File: src/rtl/pc_sequencer_if.sv
// pc_sequencer_if: instruction-memory fetch bus.
//   imem_req   : fetch request (sequencer -> memory)
//   imem_addr  : fetch address (sequencer -> memory)
//   imem_ready : rdata valid for imem_addr this cycle (memory -> sequencer)
//   imem_rdata : fetched instruction word (memory -> sequencer)
interface pc_sequencer_if;
    logic        imem_req;
    logic [31:0] imem_addr;
    logic        imem_ready;
    logic [31:0] imem_rdata;

    modport master (
        output imem_req,
        output imem_addr,
        input  imem_ready,
        input  imem_rdata
    );

    modport slave (
        input  imem_req,
        input  imem_addr,
        output imem_ready,
        output imem_rdata
    );
endinterface

File: src/rtl/pc_sequencer.sv
// pc_sequencer: fetch-side PC controller for the single-issue MIPS core.
// Owns the PC, issues instruction-memory fetches, holds one instruction for
// decode and applies branch / jump / jr redirects using targets computed from
// the held instruction.
//
// Ports:
//   clk, rst                : clock, asynchronous active-high reset
//   imem (master)           : fetch request bus (req/addr out, ready/rdata in)
//   instr_valid/instr/      : held instruction, valid flag and its PC+4
//   instr_pc4
//   dec_ready               : decode consumes instr this cycle
//   is_branch/br_taken/     : resolution flags, sampled only on accept
//   is_jump/is_jr/jr_addr
//   flush                   : one-cycle pulse when a wrong-path fetch is dropped
//
// Build option: define PC_SEQ_DELAY_SLOT_EN for MIPS branch-delay-slot
// behaviour (the instruction after a redirect is always delivered and flush
// never asserts).
module pc_sequencer #(
    parameter logic [31:0] RESET_PC = 32'h0000_3000
) (
    input  logic               clk,
    input  logic               rst,
    pc_sequencer_if.master     imem,
    output logic               instr_valid,
    output logic [31:0]        instr,
    output logic [31:0]        instr_pc4,
    input  logic               dec_ready,
    input  logic               is_branch,
    input  logic               br_taken,
    input  logic               is_jump,
    input  logic               is_jr,
    input  logic [31:0]        jr_addr,
    output logic               flush
);

    typedef enum logic [1:0] {
        st_rst   = 2'd0,
        st_fetch = 2'd1,
        st_hold  = 2'd2
    } state_t;

    state_t      state_q, state_d;
    logic [31:0] pc;
    logic [31:0] pc_plus4;
    logic [31:0] br_target;
    logic [31:0] j_target;
    logic [31:0] target;
    logic        acc;
    logic        redir;
    logic        req;
    logic        capture;

`ifdef PC_SEQ_DELAY_SLOT_EN
    logic        pend_valid;
    logic [31:0] pend_pc;
`endif

    assign acc       = instr_valid & dec_ready;
    assign redir     = acc & (is_jump | is_jr | (is_branch & br_taken));
    assign pc_plus4  = pc + 32'd4;
    assign br_target = instr_pc4 + {{14{instr[15]}}, instr[15:0], 2'b00};
    assign j_target  = {instr_pc4[31:28], instr[25:0], 2'b00};
    // jr wins over jump, jump over branch.
    assign target    = is_jr ? jr_addr : (is_jump ? j_target : br_target);
    assign capture   = req & imem.imem_ready;

    assign imem.imem_req  = req;
    assign imem.imem_addr = pc;

    always_ff @(posedge clk or posedge rst) begin
        if (rst) begin
            state_q <= st_rst;
        end else begin
            state_q <= state_d;
        end
    end

    always_comb begin
        state_d = state_q;
        req     = 1'b0;
        case (state_q)
            st_rst: begin
                state_d = st_fetch;
            end
            st_fetch: begin
                // Fetch only when the output slot is free or being freed.
                if (!instr_valid || acc) begin
                    req = 1'b1;
                end else begin
                    state_d = st_hold;
                end
            end
            st_hold: begin
                if (acc) begin
                    state_d = st_fetch;
                end
            end
            default: begin
                state_d = st_rst;
            end
        endcase
    end

    always_ff @(posedge clk or posedge rst) begin
        if (rst) begin
            pc          <= RESET_PC;
            instr_valid <= 1'b0;
            instr       <= 32'd0;
            instr_pc4   <= 32'd0;
            flush       <= 1'b0;
`ifdef PC_SEQ_DELAY_SLOT_EN
            pend_valid  <= 1'b0;
            pend_pc     <= 32'd0;
`endif
        end else begin
            flush <= 1'b0;
`ifdef PC_SEQ_DELAY_SLOT_EN
            if (redir && !capture) begin
                // Delay slot not fetched yet: park the target until it is.
                pend_valid  <= 1'b1;
                pend_pc     <= target;
                instr_valid <= 1'b0;
            end else if (capture) begin
                instr       <= imem.imem_rdata;
                instr_pc4   <= pc_plus4;
                instr_valid <= 1'b1;
                pend_valid  <= 1'b0;
                if (redir) begin
                    pc <= target;
                end else if (pend_valid) begin
                    pc <= pend_pc;
                end else begin
                    pc <= pc_plus4;
                end
            end else if (acc) begin
                instr_valid <= 1'b0;
            end
`else
            if (redir) begin
                // Any fetch captured alongside the redirect is wrong-path.
                pc          <= target;
                instr_valid <= 1'b0;
                flush       <= capture;
            end else if (capture) begin
                instr       <= imem.imem_rdata;
                instr_pc4   <= pc_plus4;
                instr_valid <= 1'b1;
                pc          <= pc_plus4;
            end else if (acc) begin
                instr_valid <= 1'b0;
            end
`endif
        end
    end

endmodule

File: src/flat_wrapper.sv
// flat-port wrapper written by rule: the top's interface ports become plain ports
module pc_sequencer_flat 
#(
    parameter logic [31:0] RESET_PC = 32'h0000_3000
)
  (clk, rst, instr_valid, instr, instr_pc4, dec_ready, is_branch, br_taken, is_jump, is_jr, jr_addr, flush, imem_imem_req, imem_imem_addr, imem_imem_ready, imem_imem_rdata);
  pc_sequencer_if imem_i ();
  input  logic clk;
  input  logic rst;
  output logic instr_valid;
  output logic [31:0] instr;
  output logic [31:0] instr_pc4;
  input  logic dec_ready;
  input  logic is_branch;
  input  logic br_taken;
  input  logic is_jump;
  input  logic is_jr;
  input  logic [31:0] jr_addr;
  output logic flush;
  output wire logic [$bits(imem_i.imem_req)-1:0] imem_imem_req;
  output wire logic [$bits(imem_i.imem_addr)-1:0] imem_imem_addr;
  input wire logic [$bits(imem_i.imem_ready)-1:0] imem_imem_ready;
  input wire logic [$bits(imem_i.imem_rdata)-1:0] imem_imem_rdata;
  assign imem_imem_req = imem_i.imem_req;
  assign imem_imem_addr = imem_i.imem_addr;
  assign imem_i.imem_ready = imem_imem_ready;
  assign imem_i.imem_rdata = imem_imem_rdata;
  pc_sequencer #(.RESET_PC(RESET_PC)) u_core (.clk(clk), .rst(rst), .imem(imem_i), .instr_valid(instr_valid), .instr(instr), .instr_pc4(instr_pc4), .dec_ready(dec_ready), .is_branch(is_branch), .br_taken(br_taken), .is_jump(is_jump), .is_jr(is_jr), .jr_addr(jr_addr), .flush(flush));
endmodule
File: config.mk
export PLATFORM = sky130hd
export DESIGN_NAME = pc_sequencer_flat
export DESIGN_NICKNAME = d
export VERILOG_FILES = /design/src/rtl/pc_sequencer_if.sv /design/src/rtl/pc_sequencer.sv /design/src/flat_wrapper.sv
export SDC_FILE = /design/constraint.sdc
export NUM_CORES = 1
export LEC_CHECK = 0
export CAP_MARGIN = 20
export CORE_AREA = 4 4 155 157
export DETAILED_ROUTE_END_ITERATION = 7
export DIE_AREA = 0 0 159 161
export HOLD_SLACK_MARGIN = 0.06
export PLACE_DENSITY = 0.55
export SLEW_MARGIN = 30
export SYNTH_ARGS = -nofsm -noshare
export SYNTH_HDL_FRONTEND = slang
export SYNTH_SLANG_ARGS = --single-unit
File: constraint.sdc
create_clock -name clk -period 6.3 [get_ports clk]
set_input_delay 0.945 -clock clk [delete_from_list [all_inputs] [get_ports clk]]
set_output_delay 0.945 -clock clk [all_outputs]
set_load 0.01 [all_outputs]
==> flow_metrics.env <==
export IMPL_status="completed"
export IMPL_synth_edf_count=0
export IMPL_reg2regPathDepth=10
export IMPL_final_net_count=979
export IMPL_crit_arrival_ns=2.40
export IMPL_ioPinCount=171
export IMPL_max_slew_margin_pct=43.23
export IMPL_cts_buffers=9
export IMPL_post_cts_repair_setup_buffers=0
export IMPL_final_common_cell="clkdlybuf4s50_1"
export IMPL_synth_cells=731
export IMPL_ys_types=68
export IMPL_std_cell_rows=55
export IMPL_clock_sinks=100
export IMPL_start_kind="input port"
export IMPL_netlist_area_um2=6675
export IMPL_drtPass1Iterations=5
export IMPL_grt_pass1_wl_um=34380
export IMPL_slowest_delay_ns=0.60
export IMPL_cap_violations=0
export IMPL_rsz0062_at_grt="false"
export IMPL_finalSetupTns_ns=0
export IMPL_wl_per_cell_um=18.40
export IMPL_gp_congestion=0.8410
export IMPL_diodes=0
export IMPL_grt_antenna_before_repair=0
export IMPL_fin_skew_ns=0.01090
export IMPL_h_tree_depth=3
export IMPL_place_inst=1150
export IMPL_powerDensity_nw_per_um2=580.8
export IMPL_cp_num_buf_inv=2
export IMPL_hold_slack_ns=0.4942
export IMPL_grt_pass1_vias=5907
export IMPL_maxSlewViolCount=0
export IMPL_min_period_ns=3.340
export IMPL_die_x_um=159
export IMPL_cp_required_ns=5.35
export IMPL_drc=0
export IMPL_fmax_mhz=299.4
export IMPL_synthSimpleGateAreaFrac_pct=16.70
export IMPL_ant_nets=0
export IMPL_start_util_pct=29.66
export IMPL_crit_family="buffers and inverters"
export IMPL_die_area_um2=25600
export IMPL_synth_warnings=0
export IMPL_worstSetupPathType="in -> out"
export IMPL_syn_area_per_cell_um2=9.132
export IMPL_synth_top_family_by_area="compound AO/OA/AOI/OAI gates"
export IMPL_layout_common_cells="169 x clkdlybuf4s50_1, 98 x dfrtp_1, 95 x nand2_1, 49 x nor2_1, 47 x o21ai_0"
export IMPL_grt_max_degree=71
export IMPL_cts_tree="done"
export IMPL_clock_latency_ns=0.36
export IMPL_cp_end_kind="output pin"
export IMPL_fp_dieH_um=161
export IMPL_hold_class="reg -> reg"
export IMPL_place_hpwl_um=16000
export IMPL_seq_area_frac_synth_pct=37.53
export IMPL_syn_nets=834
export IMPL_cts_resized=0
export IMPL_period_share_pct=53.02
export IMPL_clk_pin_slew_ns=0.07
export IMPL_vias_per_cell=5.027
export IMPL_coreArea_um2=22500
export IMPL_synth_seq_cells=100
export IMPL_first_iter_violations=330
export IMPL_cp_depth=4
export IMPL_areaGrowthSynthToFinish_pct=33.05
export IMPL_whs_path_depth=1
export IMPL_routed_wl_um=21460
export IMPL_num_fill_cells=2257
export IMPL_drive_gt1_share_pct=8.967
export IMPL_grtUsageTotal_pct=16.82
export IMPL_grt_overflow_total=0
export IMPL_async_flop_share_pct=100.0
export IMPL_vias=5861
export IMPL_leakage_nw=3.529
export IMPL_synth_compound_area_share_pct=18.41
export IMPL_portBuffers=170
export IMPL_root_buffer="clkbuf_16"
export IMPL_setup_viol=0
export IMPL_slowest_stage="clkdlybuf4s50_1"
export IMPL_hold_viol=0
export IMPL_synth_adder_area_share_pct=5.923
export IMPL_cpMostUsedCell="clkdlybuf4s50_1"
export IMPL_synth_top_flop_cell="dfrtp_1"
export IMPL_fin_cells=1166
export IMPL_synthMuxAreaShare_pct=7.554
export IMPL_worst_pin_slew_ns=0.8516
export IMPL_crit_path_cell_trace="clkdlybuf4s50_1 > nand2b_1 > nor2b_1 > clkdlybuf4s50_1"
export IMPL_cts_hold_buf=0
export IMPL_clockBufferDepth=2
export IMPL_peakVddDrop_uv=187.4
export IMPL_crit_fanout=4
export IMPL_synth_xor_area_share_pct=10.10
[area by class of cell]
cell class | instances | area, um^2 | area share (%)
well taps | 285 | 356.6 | 4.015
clock buffers | 11 | 252.7 | 2.846
multi-input cells | 581 | 3929 | 44.24
flip-flops and latches | 100 | 2505 | 28.21
clock inverters | 5 | 57.56 | 0.6481
repair buffers | 177 | 1752 | 19.72
inverters | 7 | 28.78 | 0.3240
[kinds of logic (layout without fill, tap and decap cells)]
kind of cell    Yosys count  count (layout)
compound gates          189             189
xor+xnor                 77              77
fa+ha+maj                31              31
buf+inv                  50             200
flops                   100             100
mux                      46              46
simple gates            238             238
[routing by layer]
| layer | up-vias | GRT usage (%) | wire (um) |
|---|---|---|---|
| met5 | - | 0 | 0 |
| met4 | 0 | 4.458 | 358 |
| met3 | 22 | 4.542 | 1415 |
| met2 | 178 | 26.10 | 9616 |
| met1 | 2748 | 23.29 | 10070 |
| li1 | 2913 | - | - |
[cell usage after synthesis, types with 2 or more instances]
library cell | n | area (um^2)
ha_1 | 30 | 375.4
nand4_1 | 8 | 50.05
inv_1 | 7 | 26.28
dfstp_2 | 2 | 52.55
xor2_1 | 36 | 315.3
a31oi_1 | 6 | 37.54
nand3_1 | 20 | 100.1
o21ai_0 | 47 | 235.2
a21oi_1 | 42 | 210.2
o21bai_1 | 2 | 15.01
buf_2 | 6 | 30.03
nor3_1 | 16 | 80.08
nor3b_1 | 3 | 22.52
and2_1 | 6 | 37.54
o221ai_1 | 2 | 17.52
o22ai_1 | 5 | 31.28
buf_6 | 3 | 33.78
nand3b_1 | 3 | 22.52
o21ai_1 | 12 | 60.06
mux2_2 | 35 | 394.1
o311a_1 | 3 | 30.03
clkbuf_1 | 25 | 93.84
mux2i_1 | 11 | 110.1
o211ai_1 | 11 | 82.58
nor2b_1 | 5 | 31.28
buf_1 | 3 | 11.26
or3_1 | 8 | 50.05
nor2_1 | 49 | 183.9
dfrtp_1 | 98 | 2452
nor2_2 | 3 | 18.77
a221oi_1 | 7 | 61.31
o21a_1 | 8 | 60.06
xnor2_1 | 41 | 359.1
and4_1 | 2 | 17.52
clkbuf_8 | 2 | 27.53
buf_4 | 4 | 30.03
nand2_1 | 96 | 360.4
and3_1 | 5 | 31.28
a21o_1 | 15 | 112.6
a211oi_1 | 13 | 97.59
nand2b_1 | 4 | 25.02
[state kept, by name, indices dropped and copies added, names as in the netlist]
name / count
u_core.instr_valid: 1
u_core.instr: 32
u_core.imem.imem_addr: 32
u_core.instr_pc4: 32
u_core.flush: 1
u_core.state_q: 2
[power breakdown]
group | switching (mW) | internal [mW]
logic | 1.57 | 1.59
registers | 0.436 | 0.966
clock network | 0.268 | 0.331
[worst paths after layout]
path | from | endpoint | slack (ns)
hold reg to reg | u_core.state_q[0]$_DFFE_PP0P_ | u_core.state_q[1]$_DFFE_PP0P_ | 0.49
setup reg to reg | u_core.instr[15]$_DFFE_PP0P_ | u_core.imem.imem_addr[31]$_DFFE_PP0P_ | 3.01
max in group asynchronous | rst | u_core.instr_pc4[11]$_DFFE_PP0P_ | 4.11
setup / recovery | dec_ready | imem_imem_req | 2.96
min in group asynchronous | rst | u_core.instr[26]$_DFFE_PP0P_ | 1.06
hold / removal | u_core.state_q[0]$_DFFE_PP0P_ | u_core.state_q[1]$_DFFE_PP0P_ | 0.49
[per-stage QoR]
| stage | power, mW | worst slack, ns | util, % | area [um^2] |
|---|---|---|---|---|
| final | 5.158 | 2.960 | 39.47 | 8881 |
| after global routing | 5.585 | 2.737 | 39.47 | 8881 |
| after CTS | 5.215 | 2.837 | 39.46 | 8879 |
| after detailed placement | 4.580 | 2.432 | 38.08 | 8568 |
| after global placement | 4.570 | 2.518 | 38.08 | 8568 |
| after floorplan | 3.361 | 2.740 | - | 6675 |
Note: power is estimated with default switching activity, not from simulation.
==> variant 1: new RTL, config.mk and constraints unchanged <==
Encoding of `state_t`: now one-hot (3 bits for 3 states).
--- a/src/rtl/pc_sequencer.sv
+++ b/src/rtl/pc_sequencer.sv
@@ -36,6 +36,6 @@
 
-    typedef enum logic [1:0] {
-        st_rst   = 2'd0,
-        st_fetch = 2'd1,
-        st_hold  = 2'd2
+    typedef enum logic [2:0] {
+        st_rst   = 3'b001,
+        st_fetch = 3'b010,
+        st_hold  = 3'b100
     } state_t;
Formal check against the unedited RTL: no difference found for any inputs over 4 cycles, from zero or initial values and one cycle with rst high; so few cycles prove little.
==> variant 1 against the original RTL <==
  * Design area increased by 0.32%
  * Total power decreased by 3.3%
  * Synthesized area increased by 1.6%
  * Combinational power decreased by 4%
  * Setup slack improved by 8.5 ps
  * Sequential cell count increased by 1
  * Routed wire length increased by 0.22%
  * Largest cell class unchanged
==> variant 1: results (changes against the original RTL) <==
outcome=complete, no violations; largest net degree at the start of global routing=95 (+34%); total global-route track usage=0.163 (-0.00523); Detailed Routing Iterations Pass 1=5 (unchanged); sequential-to-total area share from yosys stat=0.373 (-0.00208); worst hold-check path type=reg2reg; CTS max path bufs=2 (unchanged); critical path peak fanout=94 (+90); Worst-path clk slew=80 ps; final hold slack=510 ps (+15.3 ps); hpwl dp=16.0 mm (about the same); Vias per Instance=5.06 (+0.68%); final std cells w/o fill=1184 (+1.5%); starting DRC count in detailed routing=255 (-23%); worst vdd ir=182 uV (-2.6%); Fin Clk Skew=7.77 ps (-3.13 ps); area post-placement=8610 um^2 (+0.50%); Routability Congestion=0.845 (+0.43%); Port Buf Inserts=170 (unchanged); initial antenna violation count=0 (unchanged); ys async rst share=1.00 (unchanged); Final Max Slew Viols=0 (unchanged); PostCTS Resize Cnt=0 (unchanged); Layout Nets=997 (+1.8%); top post-synthesis cells by area=dfrtp_1 (36%), mux2_2 (5.8%), xnor2_1 (5.8%), nand2_1 (5.6%), ha_1 (5.5%); drt total wl=21.5 mm (+0.22%); Worst-Skew Late Latency=approximately 350 ps; H-tree levels=3 (unchanged); postcts setup bufs=0 (unchanged); first-pass GRT wire length=33.6 mm (-2.4%); CTS buffer count=9 (unchanged); static leakage=3.60 nW (+1.9%); Max-Slew Margin vs Limit=0.448 (+0.0153); Ys Warns=0 (unchanged); number of global-route vias before repair=5837 (-1.2%); syn nets=854 (+2.4%); R2R Setup Slk=2980 ps (-30 ps); Mapped Cells=751 (+2.7%); Synth Flop Type=dfrtp_1; gr ovfl total=0 (unchanged); post-synthesis cell type count=64 (-5.9%); layout cells sized above 1=0.0934 (+0.00377); # diodes=0 (unchanged); clk root buf=clkbuf_16; top cells by count, synth=nand2_1 (101), dfrtp_1 (98), o21ai_0 (67)
[variant 1: cell types whose count changed after synthesis, moves of 7 or more]
cell	change
a211oi_1	-7
and3_1	+11
mux2i_1	-7
nor2_1	+12
nor3_1	-7
o21ai_0	+20
o21ai_1	-9
[variant 1: cell families (layout without fill, tap and decap cells)]
family                   Yosys count  after routing  share of synthesized area
AO/OA/AOI/OAI                    199            199                      0.186
XOR/XNOR                          79             79                      0.102
adder cells (fa/ha/maj)           31             31                     0.0583
buffers and inverters             48            196                     0.0426
flip-flops                       101            101                      0.373
multiplexers                      39             39                     0.0640
AND/OR/NAND/NOR                  254            254                      0.174
[variant 1: report_power, final]
group	internal (mW)	switching [mW]
sequential	0.970	0.438
combinational	1.50	1.53
clock	0.274	0.275
total	2.74	2.24
[variant 1: final timing paths]
| check | startpoint | to | depth (start not counted) |
|---|---|---|---|
| setup reg to reg | u_core.instr[0]$_DFFE_PP0P_ | u_core.imem.imem_addr[30]$_DFFE_PP0P_ | 11 |
| max in group asynchronous | rst | u_core.imem.imem_addr[14]$_DFFE_PP0P_ | 3 |
| hold reg to reg | u_core.instr[28]$_DFFE_PP0P_ | u_core.instr[28]$_DFFE_PP0P_ | 1 |
| min in group asynchronous | rst | u_core.instr[30]$_DFFE_PP0P_ | 2 |
| hold / removal | u_core.instr[28]$_DFFE_PP0P_ | u_core.instr[28]$_DFFE_PP0P_ | 1 |
| setup / recovery | is_jr | u_core.instr[13]$_DFFE_PP0P_ | 6 |
[variant 1: layer usage]
| layer | vias to the layer above | track usage | routed length [um] | part of all wire |
|---|---|---|---|---|
| li1 | 2959 | - | - | - |
| met5 | - | 0 | 0 | 0 |
| met4 | 0 | 0.0481 | 346 | 0.016 |
| met3 | 15 | 0.0327 | 1130 | 0.052 |
| met1 | 2870 | 0.225 | 10200 | 0.47 |
| met2 | 148 | 0.260 | 9840 | 0.46 |
[variant 1: area by class of cell]
class	count	area, um^2
sequential	101	2530
fill	2300	13600
multi-input combinational	602	3990
inverter	7	30.0
tap	285	357
clock inverter	7	60.1
clock buffer	9	225
timing repair buffer	173	1720
[variant 1: critical path: stages]
cell and delay, ps:
clkdlybuf4s50_1 400, buf_4 220, nor2_1 320, a21o_2 660, nand2_8 540, mux2_2 440
[variant 1: stage by stage]
step,worst slack (ps),power (mW),util
3_5_place_dp,2340,4.43,0.383
4_1_cts,2740,5.02,0.395
5_1_grt,2780,5.38,0.396
6_report,2970,4.99,0.396
3_3_place_gp,2410,4.42,0.383
2_1_floorplan,2710,3.24,-
==> variant 2: new RTL, config.mk and constraints unchanged <==
Made on the original files. Build with the macro `PC_SEQ_DELAY_SLOT_EN` defined.
--- a/src/rtl/pc_sequencer.sv
+++ b/src/rtl/pc_sequencer.sv
@@ -18,2 +18,4 @@
 // never asserts).
+`define PC_SEQ_DELAY_SLOT_EN
+
 module pc_sequencer #(
Function: changed (Yosys sat finds a counterexample within 4 cycles, from zero or initial values and one cycle with rst high).
==> variant 2 against the original RTL <==
  * Clock power up 79%
  * Critical path depth up 7
  * Sequential cell count up 32
  * Setup slack worse by 230 ps
  * Combinational power up 2%
  * Highest routed layer unchanged
  * Design area up 19%
  * Synthesized area up 21%
  * Largest power group unchanged
  * Sequential share of layout area up 3.0 points
  * Total power up 16%
  * Critical path type is now reg2reg
  * Routed wire length up 26%
  * First-iteration DRC count up 35%
  * Clock skew down 1.9 ps
  * Sequential power up 21%
  * Cell count up 22%
==> variant 2: results (changes against the original RTL) <==
Hold Crit Depth=2 (+1); hpwl dp=19.2 mm (+20%); Worst-Skew Late Latency=420 ps (+60 ps); sequential-to-total area share from yosys stat=0.409 (+0.0335); outcome=complete, no violations; starting DRC count in detailed routing=446 (+35%); Max-Slew Margin vs Limit=0.371 (-0.0617); Layout Nets=1224 (+25%); Fill cells=2229 (-1.2%); worst vdd ir=244 uV (+30%); vias=7591 (+30%); top post-synthesis cells by area=dfrtp_1 (40%), nand2_1 (12%), ha_1 (4.6%), o21ai_0 (4.5%), xnor2_1 (3.0%); CP delay by family, top=compound AO/OA/AOI/OAI gates; Sw Ratio=0.436 (-0.00487); HP Start=u_core.pend_pc[14]$_DFFE_PP0P_; syn nets=1088 (+30%); CTS buffer count=17 (+8); Reg2Reg Capture Point=u_core.imem.imem_addr[30]$_DFFE_PP0P_; Fin Clk Skew=9.00 ps (-1.90 ps); number of global-route vias before repair=7472 (+26%); Routability Congestion=0.902 (+7.2%); FF-to-FF path depth=11 (+1); largest net degree at the start of global routing=91 (+28%); CP peak stage delay=470 ps (-130 ps); first-pass GRT wire length=42.7 mm (+24%); layout cells sized above 1=0.0573 (-0.0324); Detailed Routing Iterations Pass 1=4 (-1); H-tree levels=4 (+1); slowest CP cell=a221oi_2; R2R Setup Slk=2730 ps (-280 ps); total global-route track usage=0.209 (+0.0411); top cells by count, synth=nand2_1 (254), dfrtp_1 (130), o21ai_0 (72); post-synthesis cell type count=69 (+1.5%)
variant 2: through the flow:
stage / hold WS [ps] / std cells / setup slack, ps / area (um^2) / power, mW
detailed placement: 465 / 1387 / 2470 / 9970 / 4.92
global placement: 458 / 1387 / 2480 / 9970 / 4.90
CTS: 478 / 1419 / 2770 / 10600 / 6.00
finish: 471 / 1419 / 2730 / 10600 / 5.98
global route: 500 / 1419 / 2580 / 10600 / 6.46
floorplan: 441 / 985 / 1830 / 8090 / 3.63
variant 2: power groups by stage:
stage	sequential [mW]	clock (mW)	combinational [mW]
2_1_floorplan	1.70	0	1.93
3_3_place_gp	1.70	0	3.20
3_5_place_dp	1.70	0	3.21
4_1_cts	1.70	1.08	3.23
5_1_grt	1.76	1.12	3.58
6_report	1.69	1.07	3.22
variant 2: worst register-to-register path, cell delays in order (launching register included):
cell      delay (ps)
dfrtp_1          410
ha_1             240
fa_1             430
a21o_1           230
a221oi_2         470
o221a_2          370
o21ai_2           90
a311o_1          370
a41oi_2          220
xor2_1           160
a21oi_1          100
a221o_1          350
variant 2: per-layer routing:
metal / global-route usage / part of all wire / vias up
met2: 0.328 / 0.45 / 215
met1: 0.293 / 0.47 / 3616
met4: 0.0604 / 0.017 / 0
met5: 0 / 0 / -
met3: 0.0444 / 0.061 / 33
li1: - / - / 3727
variant 2: layout make-up:
type / instances / area share
multi-input cells: 778 / 0.425
flip-flops and latches: 132 / 0.312
repair buffers: 177 / 0.165
clock buffers: 18 / 0.0405
well taps: 285 / 0.0337
clock inverters: 14 / 0.0176
inverters: 15 / 0.00579
variant 2: worst max-delay path by stage:
| stage | slack [ps] | to | start |
|---|---|---|---|
| 2_1_floorplan | 1830 | u_core.imem.imem_addr[0]$_DFFE_PP0P_ | rst |
| 3_3_place_gp | 2480 | u_core.imem.imem_addr[17]$_DFFE_PP0P_ | is_jr |
| 3_5_place_dp | 2470 | u_core.imem.imem_addr[30]$_DFFE_PP0P_ | is_jr |
| 4_1_cts | 2770 | u_core.imem.imem_addr[30]$_DFFE_PP0P_ | u_core.instr[0]$_DFFE_PP0P_ |
| 5_1_grt | 2580 | u_core.imem.imem_addr[30]$_DFFE_PP0P_ | u_core.instr[0]$_DFFE_PP0P_ |
| 6_report | 2730 | u_core.imem.imem_addr[30]$_DFFE_PP0P_ | u_core.instr[0]$_DFFE_PP0P_ |
variant 2: kinds of logic (layout without fill, tap and decap cells):
family	after synthesis	count (layout)	synth area share
xor gates and xnor gates	49	49	0.0531
muxes	14	14	0.0186
adders and majority gates	31	31	0.0489
buffers and inverters	75	224	0.0362
other	1	1	0.000464
AOI/OAI and AO/OA	288	288	0.226
and+or+nand+nor	395	395	0.208
DFF	132	132	0.409
